[config.mk]
export PLATFORM = sky130hd
export DESIGN_NAME = branch_cond_unit
export DESIGN_NICKNAME = d
export VERILOG_FILES = /design/src/rtl/branch_cond_unit.sv
export SDC_FILE = /design/constraint.sdc
export NUM_CORES = 1
export LEC_CHECK = 0
export CAP_MARGIN = 10
export CELL_PAD_IN_SITES_DETAIL_PLACEMENT = 1
export CELL_PAD_IN_SITES_GLOBAL_PLACEMENT = 1
export CORE_MARGIN = 1.5
export CORE_UTILIZATION = 38
export DETAILED_ROUTE_END_ITERATION = 10
export PLACE_DENSITY = 0.85
export RECOVER_POWER = 100
export SLEW_MARGIN = 0
export SYNTH_ARGS = -nofsm -noshare
export SYNTH_HDL_FRONTEND = slang
export SYNTH_SLANG_ARGS = --single-unit
[constraint.sdc]
create_clock -name clk -period 3.05 [get_ports clk]
set_input_delay 0.305 -clock clk [delete_from_list [all_inputs] [get_ports clk]]
set_output_delay 0.305 -clock clk [all_outputs]
set_load 0.05 [all_outputs]
[src/rtl/branch_cond_unit.sv]
// Branch condition evaluator with a write-forwarded flag register and a one-entry
// output register. Define COND_UNSIGNED_EN to honour req_cond[3] (unsigned mode).
//
// state | meaning
// EMPTY | no result held, out_valid=0
// FULL  | result held in out_taken, out_valid=1
module branch_cond_unit #(
  parameter int WIDTH = 8
) (
  input  logic             clk,
  input  logic             reset,
  input  logic             flag_we,
  input  logic [WIDTH-1:0] flag_in,
  input  logic             req_valid,
  output logic             req_ready,
  input  logic [3:0]       req_cond,
  output logic             out_valid,
  input  logic             out_ready,
  output logic             out_taken,
  output logic [15:0]      taken_cnt
);

  typedef enum logic {EMPTY, FULL} state_t;

  state_t           state;
  logic [WIDTH-1:0] f_reg;
  logic [WIDTH-1:0] v;
  logic             uns_mode;
  logic             v_zero;
  logic             v_neg;
  logic             taken_n;
  logic             accept;

  // Evaluate against the value being written this cycle, if any.
  assign v         = flag_we ? flag_in : f_reg;
  assign out_valid = (state == FULL);
  assign req_ready = !out_valid || out_ready;
  assign accept    = req_valid && req_ready;

`ifdef COND_UNSIGNED_EN
  assign uns_mode = req_cond[3];
`else
  logic unused_cond_msb;
  assign unused_cond_msb = req_cond[3];
  assign uns_mode = 1'b0;
`endif

  // In unsigned mode nothing is negative, which folds the unsigned table
  // onto the signed one.
  assign v_zero = (v == '0);
  assign v_neg  = v[WIDTH-1] && !uns_mode;

  always_comb begin
    taken_n = 1'b0;
    case (req_cond[2:0])
      3'b000:  taken_n = 1'b0;
      3'b001:  taken_n = v_zero;
      3'b010:  taken_n = v_neg;
      3'b011:  taken_n = v_neg || v_zero;
      3'b100:  taken_n = 1'b1;
      3'b101:  taken_n = !v_zero;
      3'b110:  taken_n = !v_neg;
      3'b111:  taken_n = !v_neg && !v_zero;
      default: taken_n = 1'b0;
    endcase
  end

  always_ff @(posedge clk or posedge reset) begin
    if (reset) begin
      state     <= EMPTY;
      f_reg     <= '0;
      out_taken <= 1'b0;
      taken_cnt <= 16'd0;
    end else begin
      if (flag_we)
        f_reg <= flag_in;
      if (out_valid && out_ready && out_taken)
        taken_cnt <= taken_cnt + 16'd1;
      case (state)
        EMPTY: begin
          if (accept) begin
            out_taken <= taken_n;
            state     <= FULL;
          end
        end
        FULL: begin
          if (accept)
            out_taken <= taken_n;
          else if (out_ready)
            state <= EMPTY;
        end
        default: state <= EMPTY;
      endcase
    end
  end

endmodule

==> results of run 1 <==
==> metal layers <==
metal  vias up  global-route usage
li1        418                   -
met4         0              0.0487
met3         0              0.0284
met2        28               0.256
met5         -                   0
met1       413               0.212
==> cells by family after synthesis <==
family                   share of synthesized area
AO/OA/AOI/OAI                               0.0281
XOR/XNOR                                     0.109
adder cells (fa/ha/maj)                     0.0104
buffers and inverters                       0.0229
flip-flops                                   0.541
multiplexers                                0.0843
AND/OR/NAND/NOR                              0.204
==> cell usage after synthesis (all sizes together) <==
library cell	n
nor4	1
or4b	1
inv	4
ha	1
o22ai	1
nor3	3
xnor2	9
nand3	8
nand4	3
buf	2
nor2b	1
nand2	5
nor4b	2
mux2	9
or4	1
and4	1
a22o	1
nor3b	1
nor2	2
xor2	6
a32oi	1
nand2b	1
and3	6
dfrtp	26
a221o	1
==> where the power goes <==
part / total (uW) / switching [uW] / internal, uW
clock: 169 / 95.8 / 72.9
combinational: 286 / 181 / 104
sequential: 441 / 52.8 / 388
total: 895 / 330 / 565
==> per-stage QoR <==
stage	total power (uW)	utilization	instances	worst slack, ps
global route	943	0.529	177	781
floorplan	637	-	97	1290
CTS	931	0.536	177	952
finish	895	0.529	177	818
global placement	745	0.524	173	941
detailed placement	756	0.524	173	897
==> worst paths after layout <==
path	from	endpoint	slack [ps]
min	taken_cnt[15]	taken_cnt[15]	480
max	out_ready	req_ready	820
max in group asynchronous	reset	taken_cnt[9]	1850
min in group asynchronous	reset	f_reg[3]	630
min reg2reg	taken_cnt[15]	taken_cnt[15]	480
max reg2reg	out_taken	taken_cnt[15]	1490
==> cell type report <==
class	count	area [sq um]	area share
clock buffer	4	36.3	0.0227
inverter	4	15.0	0.00938
multi-input combinational	65	503	0.314
sequential	26	651	0.407
tap	44	55.1	0.0344
timing repair buffer	34	340	0.213
==> flow_summary.yaml, run 1 <==
cts:
  hold_buffers: 0
  clk_latency_ps: 310
  htreeDepth: 1
  post-cts-setup-buffers: 0
  post_cts_resize_count: 0
  path_clk_slew_ps: 130
  cts_root_buffer: "clkbuf_4"
  cts_tree: "built"
  cts_buffers: 3
  clock_path_buffers: 2
  cts.sinks: 26
global_route:
  antenna_found_initial: 0
  grt_pass1_wl_mm: 4.15
  gr-total-overflow: 0
  grt_max_degree: 27
  grt_pass1_vias: 895
  grt_usage: 0.157
route:
  dr_wl_met2_mm: 1.17
  antenna_left: 0
  wl_met3_microns: 159
  avgViaCountPerCell: 4.85
  wl_met1_mm: 1.17
  first_pass_iters: 3
  top_layer: "met3"
  drcViolationCount: 0
  drt_iter0_markers: 7
  wirelength_mm: 2.50
  vias: 859
  wire_per_inst_microns: 14.1
cells_and_area:
  final_cell_mix: "dfrtp_1 (26), dlygate4sd3_1 (22), clkdlybuf4s50_1 (12)"
  largest_reg_flops: 16
  mostFrequentLayoutCell: "dfrtp_1"
  drive_gt1_frac: 0.113
  fin_nets: 152
  antenna_cells: 0
  syn_to_final_growth_pct: 33.1
  fin_area_sq_um: 1600
  num-fill-cells: 346
sta:
  clock_skew_ps: 1.87
  max_freq_ghz: 0.448
  tightest_slew_ps: 941
  fin_tns_setup_ps: 0
  whs_ps: 480
  post-route-period-util: 0.732
  setup_viol: 0
  drv_slew: 0
  rsz0062_at_grt: "false"
  fin_crit_ps: 2230
  timing_hold_violations_final: 0
  maxSlewHeadroom: 0.372
logic_synthesis:
  ys_top_cells_by_area: "dfrtp_1 (54%), mux2_2 (8.4%), xnor2_1 (6.6%)"
  syn_inst: 97
  syn_area_sq_um: 1200
  yosysSeqAreaShare: 0.541
  synth_seq_cells: 26
  synth_cell_types: 29
  yosys.area.top_type: "dfrtp_1"
  synth_nets: 115
  ys.warnings.count: 0
  syn_avg_cell_area_sq_um: 12.4
  synth_top_area_share: 0.541
worst_setup_path:
  path_common_cell: "dlygate4sd3_1"
  cp_top_family: "buffers and inverters"
  critPathKind: "in -> out"
  crit_path_max_incr_delay_ps: 900
  crit_required_ps: 2740
  cp-start-kind: "primary input"
  crit_path_top_delay_cell: "dlygate4sd3_1"
  path_max_fanout: 5
  reg2reg_depth: 4
  path_cells: "dlygate4sd3_1, nand2b_1, dlygate4sd3_1"
  cp.depth: 3
  worst-path-buf-inv: 2
  worstPathArrival_ps: 1930
  end_kind: "output pin"
power:
  vdd_drop_max_uv: 354
  cellLeakagePower_uw: 0.000726
  powerDensity_nw_per_um2: 559
placement:
  dpl.hpwl_mm: 1.90
  dpl_cell_area_sq_um: 1590
  routabilityCongestion: 0.794
  portBuffers: 34
floorplan:
  start_util: 0.397
  rows: 20
  dieArea_sq_um: 3510
  ios: 36
  die_h_microns: 59.3
  core_area_sq_um: 3030
  die-width_microns: 59.3
hold_path:
  hold_depth: 1
  hold_path_class: "reg -> reg"
job:
  maxCapViolations: 0
run_status:
  status: "complete, no violations"
(Power assumes the default switching activity.)
==> inputs of run 2 (changes only) <==
CORE_UTILIZATION = 36   (was 38)
PLACE_DENSITY = 0.81   (was 0.85)
clock period = 2.3 ns   (was 3.05 ns; I/O delays follow)
==> run 2 against run 1 <==
  * First-iteration DRC count rose to 3.1 times the previous value
  * Utilization shrank 1.7 points
  * Worst setup slack worse by 440 ps
==> flow_summary.yaml, run 2 (synthesis gave the netlist of run 1 again) <==
sta:
  worst_slack_ps: 374
  timing_hold_violations_final: 0
  fin_tns_setup_ps: 0
  tightest_slew_ps: 1400
  clock_skew_ps: 5.04
  rsz0062_at_grt: "false"
  maxSlewHeadroom: 0.0693
  post-route-period-util: 0.837
  fin_crit_ps: 1930
  max_freq_ghz: 0.519
  setup_viol: 0
  whs_ps: 469
  drv_slew: 0
worst_setup_path:
  path_cells: "dlygate4sd3_1"
  worst-path-buf-inv: 1
  worstPathArrival_ps: 1700
  crit_path_top_delay_cell: "dlygate4sd3_1"
  crit_required_ps: 2070
  cp-start-kind: "flop"
  crit_path_max_incr_delay_ps: 910
  path_max_fanout: 6
  critPathKind: "reg -> out"
  end_kind: "output pin"
  cp_top_family: "buffers and inverters"
job:
  maxCapViolations: 0
route:
  drcViolationCount: 0
  avgViaCountPerCell: 4.92
  first_pass_iters: 3
  wire_per_inst_microns: 14.2
  drt_iter0_markers: 22
  antenna_left: 0
  vias: 876
  wirelength_mm: 2.52
cts:
  clk_latency_ps: 320
  post-cts-setup-buffers: 0
  cts_buffers: 3
  clock_path_buffers: 2
  cts_tree: "built"
  path_clk_slew_ps: 130
  post_cts_resize_count: 0
  hold_buffers: 0
  cts_root_buffer: "clkbuf_4"
  htreeDepth: 1
  cts.sinks: 26
placement:
  portBuffers: 34
  dpl.hpwl_mm: 1.97
  place_ws_ps: 495
  routabilityCongestion: 0.697
cells_and_area:
  fin_nets: 154
  mostFrequentLayoutCell: "dfrtp_1"
  largest_reg_flops: 16
  syn_to_final_growth_pct: 32.0
  final_core_util: 0.512
  drive_gt1_frac: 0.104
  antenna_cells: 0
  final_cell_mix: "dfrtp_1 (26), dlygate4sd3_1 (20), clkdlybuf4s50_1 (13)"
floorplan:
  die_h_microns: 60.8
  die-width_microns: 60.8
  rows: 20
  start_util: 0.387
  ios: 36
  dieArea_sq_um: 3700
  core_area_sq_um: 3100
power:
  power_uw: 1160
  vdd_drop_max_uv: 416
  powerDensity_nw_per_um2: 729
  cellLeakagePower_uw: 0.000719
global_route:
  grt_pass1_wl_mm: 4.41
  antenna_found_initial: 0
  grt_pass1_vias: 915
  grt_max_degree: 27
  grt_usage: 0.164
  gr-total-overflow: 0
hold_path:
  hold_path_class: "reg -> reg"
run_status:
  status: "complete, no violations"
## run 2: where the power goes
group | switching, uW | internal [uW]
clock network | 132 | 61.5
logic | 241 | 137
registers | 72.1 | 515
total | 445 | 713
## run 2: metal layers
layer	share of wire	up-vias	global-route usage
met5	0	-	0
met2	0.51	16	0.283
met4	0.026	0	0.0839
met3	0.026	5	0.0235
li1	-	418	-
met1	0.43	437	0.200
## run 2: final timing paths
path | startpoint | to | slack (ps) | cells after the start
setup / recovery | taken_cnt[2] | taken_cnt[2] | 370 | 1
hold / removal | taken_cnt[15] | taken_cnt[15] | 470 | 1
setup reg to reg | out_taken | taken_cnt[15] | 720 | 4
hold reg to reg | taken_cnt[15] | taken_cnt[15] | 470 | 1
max in group asynchronous | reset | f_reg[7] | 700 | 3
min in group asynchronous | reset | taken_cnt[3] | 790 | 3
## run 2: final cells by class
class / instances / area [sq um]
Clock buffer: 3 / 22.5
Fill cell: 355 / 1520
Inverter: 4 / 15.0
Multi-Input combinational cell: 65 / 503
Sequential cell: 26 / 651
Tap cell: 44 / 55.1
Timing Repair Buffer: 36 / 342
## run 2: metrics by stage
step	instance area (sq um)	std cells
CTS	1620	178
finish	1590	178
global route	1590	178
detailed placement	1600	175
floorplan	1200	97
global placement	1600	175
==> inputs of run 3 (changes only) <==
clock period = 1.86 ns   (was 2.3 ns; I/O delays follow)
==> run 3 against run 2 <==
  * Sequential power increased by 23%
  * Power increased by 27%
  * Worst setup slack got worse by 310 ps
  * Utilization about the same
  * Clock power increased by 51%
  * Combinational power increased by 21%
  * Clock skew increased by 10 ps
  * Sequential cell count unchanged
  * Critical path type unchanged
  * Largest power group unchanged
==> flow_summary.yaml, run 3 (synthesis gave the netlist of run 1 again) <==
run_status:
  status: "complete, no violations"
cells_and_area:
  fin_nets: 155
  final_cell_mix: "dfrtp_1 (26), clkdlybuf4s50_1 (24), xnor2_1 (9)"
  mostFrequentLayoutCell: "dfrtp_1"
  largest_reg_flops: 16
  antenna_cells: 0
  drive_gt1_frac: 0.103
  syn_to_final_growth_pct: 31.9
  fin_area_sq_um: 1590
  fin_cells: 180
route:
  antenna_left: 0
  wire_per_inst_microns: 16.1
  avgViaCountPerCell: 5.06
  wirelength_mm: 2.90
  first_pass_iters: 4
  vias: 911
  drcViolationCount: 0
  drt_iter0_markers: 10
worst_setup_path:
  crit_path_max_incr_delay_ps: 830
  crit_required_ps: 1670
  worst-path-buf-inv: 1
  worstPathArrival_ps: 1610
  cp-start-kind: "flop"
  critPathKind: "reg -> out"
  path_max_fanout: 3
  crit_path_top_delay_cell: "clkdlybuf4s50_1"
  cp_top_family: "buffers and inverters"
  end_kind: "output pin"
  path_cells: "clkdlybuf4s50_1"
floorplan:
  die_h_microns: 60.8
  dieArea_sq_um: 3700
  rows: 20
  die-width_microns: 60.8
  start_util: 0.387
  ios: 36
  core_area_sq_um: 3100
global_route:
  antenna_found_initial: 0
  grt_max_degree: 27
  gr-total-overflow: 0
  grt_pass1_vias: 1010
  grt_pass1_wl_mm: 5.01
  grt_usage: 0.192
placement:
  portBuffers: 34
  dpl.hpwl_mm: 2.25
  dpl.cell_count: 176
  dpl_cell_area_sq_um: 1620
  routabilityCongestion: 0.689
cts:
  hold_buffers: 0
  clock_path_buffers: 2
  cts.sinks: 26
  htreeDepth: 1
  post-cts-setup-buffers: 0
  path_clk_slew_ps: 150
  cts_root_buffer: "clkbuf_4"
  clk_latency_ps: 340
  cts_tree: "built"
  cts_buffers: 3
power:
  cellLeakagePower_uw: 0.000696
  vdd_drop_max_uv: 513
  powerDensity_nw_per_um2: 929
sta:
  tightest_slew_ps: 1400
  max_freq_ghz: 0.556
  drv_slew: 0
  rsz0062_at_grt: "false"
  fin_tns_setup_ps: 0
  post-route-period-util: 0.968
  maxSlewHeadroom: 0.0663
  whs_ps: 476
  fin_crit_ps: 1800
  setup_viol: 0
  timing_hold_violations_final: 0
  clock_skew_ps: 15.1
hold_path:
  hold_path_class: "in -> reg"
job:
  maxCapViolations: 0
## run 3: changes by cell type in the layout (fill, tap and decap cells not counted), sizes merged
cell           delta
dlygate4sd2       +3
dlygate4sd3      -16
clkdlybuf4s50    +11
clkbuf            +4
## run 3: metal layers
metal  global-route usage  part of all wire
met1                0.224              0.40
met2                0.332              0.54
met3               0.0299             0.032
met4                0.112             0.030
met5                    0                 0
## run 3: stage by stage
stage,util,power [uW],worst slack [ps]
detailed placement,0.521,1260,87.9
CTS,0.532,1540,0.417
floorplan,-,1040,95.3
finish,0.511,1470,60.1
global route,0.511,1550,2.15
global placement,0.521,1230,152
## run 3: path summary, 6_finish.rpt
check | startpoint | endpoint | slack [ps] | cells after the start
setup / recovery | taken_cnt[10] | taken_cnt[10] | 60 | 1
hold / removal | req_valid | out_valid | 480 | 3
setup reg to reg | taken_cnt[2] | taken_cnt[15] | 180 | 4
hold reg to reg | taken_cnt[15] | taken_cnt[15] | 480 | 1
max in group asynchronous | reset | f_reg[7] | 300 | 3
min in group asynchronous | reset | taken_cnt[7] | 740 | 3
## run 3: final cells by class
type | instances | area (sq um)
fill | 365 | 1520
sequential | 26 | 651
multi-input combinational | 65 | 500
timing repair buffer | 37 | 329
tap | 44 | 55.1
clock buffer | 4 | 36.3
inverter | 4 | 15.0
## run 3: timing repair
item | CTS | global route
resized for setup | 3 | 2
gates cloned | 0 | 0
setup endpoints to repair | 3 | 2
## run 3: report_power, final
part,internal [uW],total (uW),switching (uW),leakage (uW)
registers,636,724,87.6,0.000322
logic,153,458,305,0.000352
clock network,120,292,172,0.0000210
total,910,1470,564,0.000696
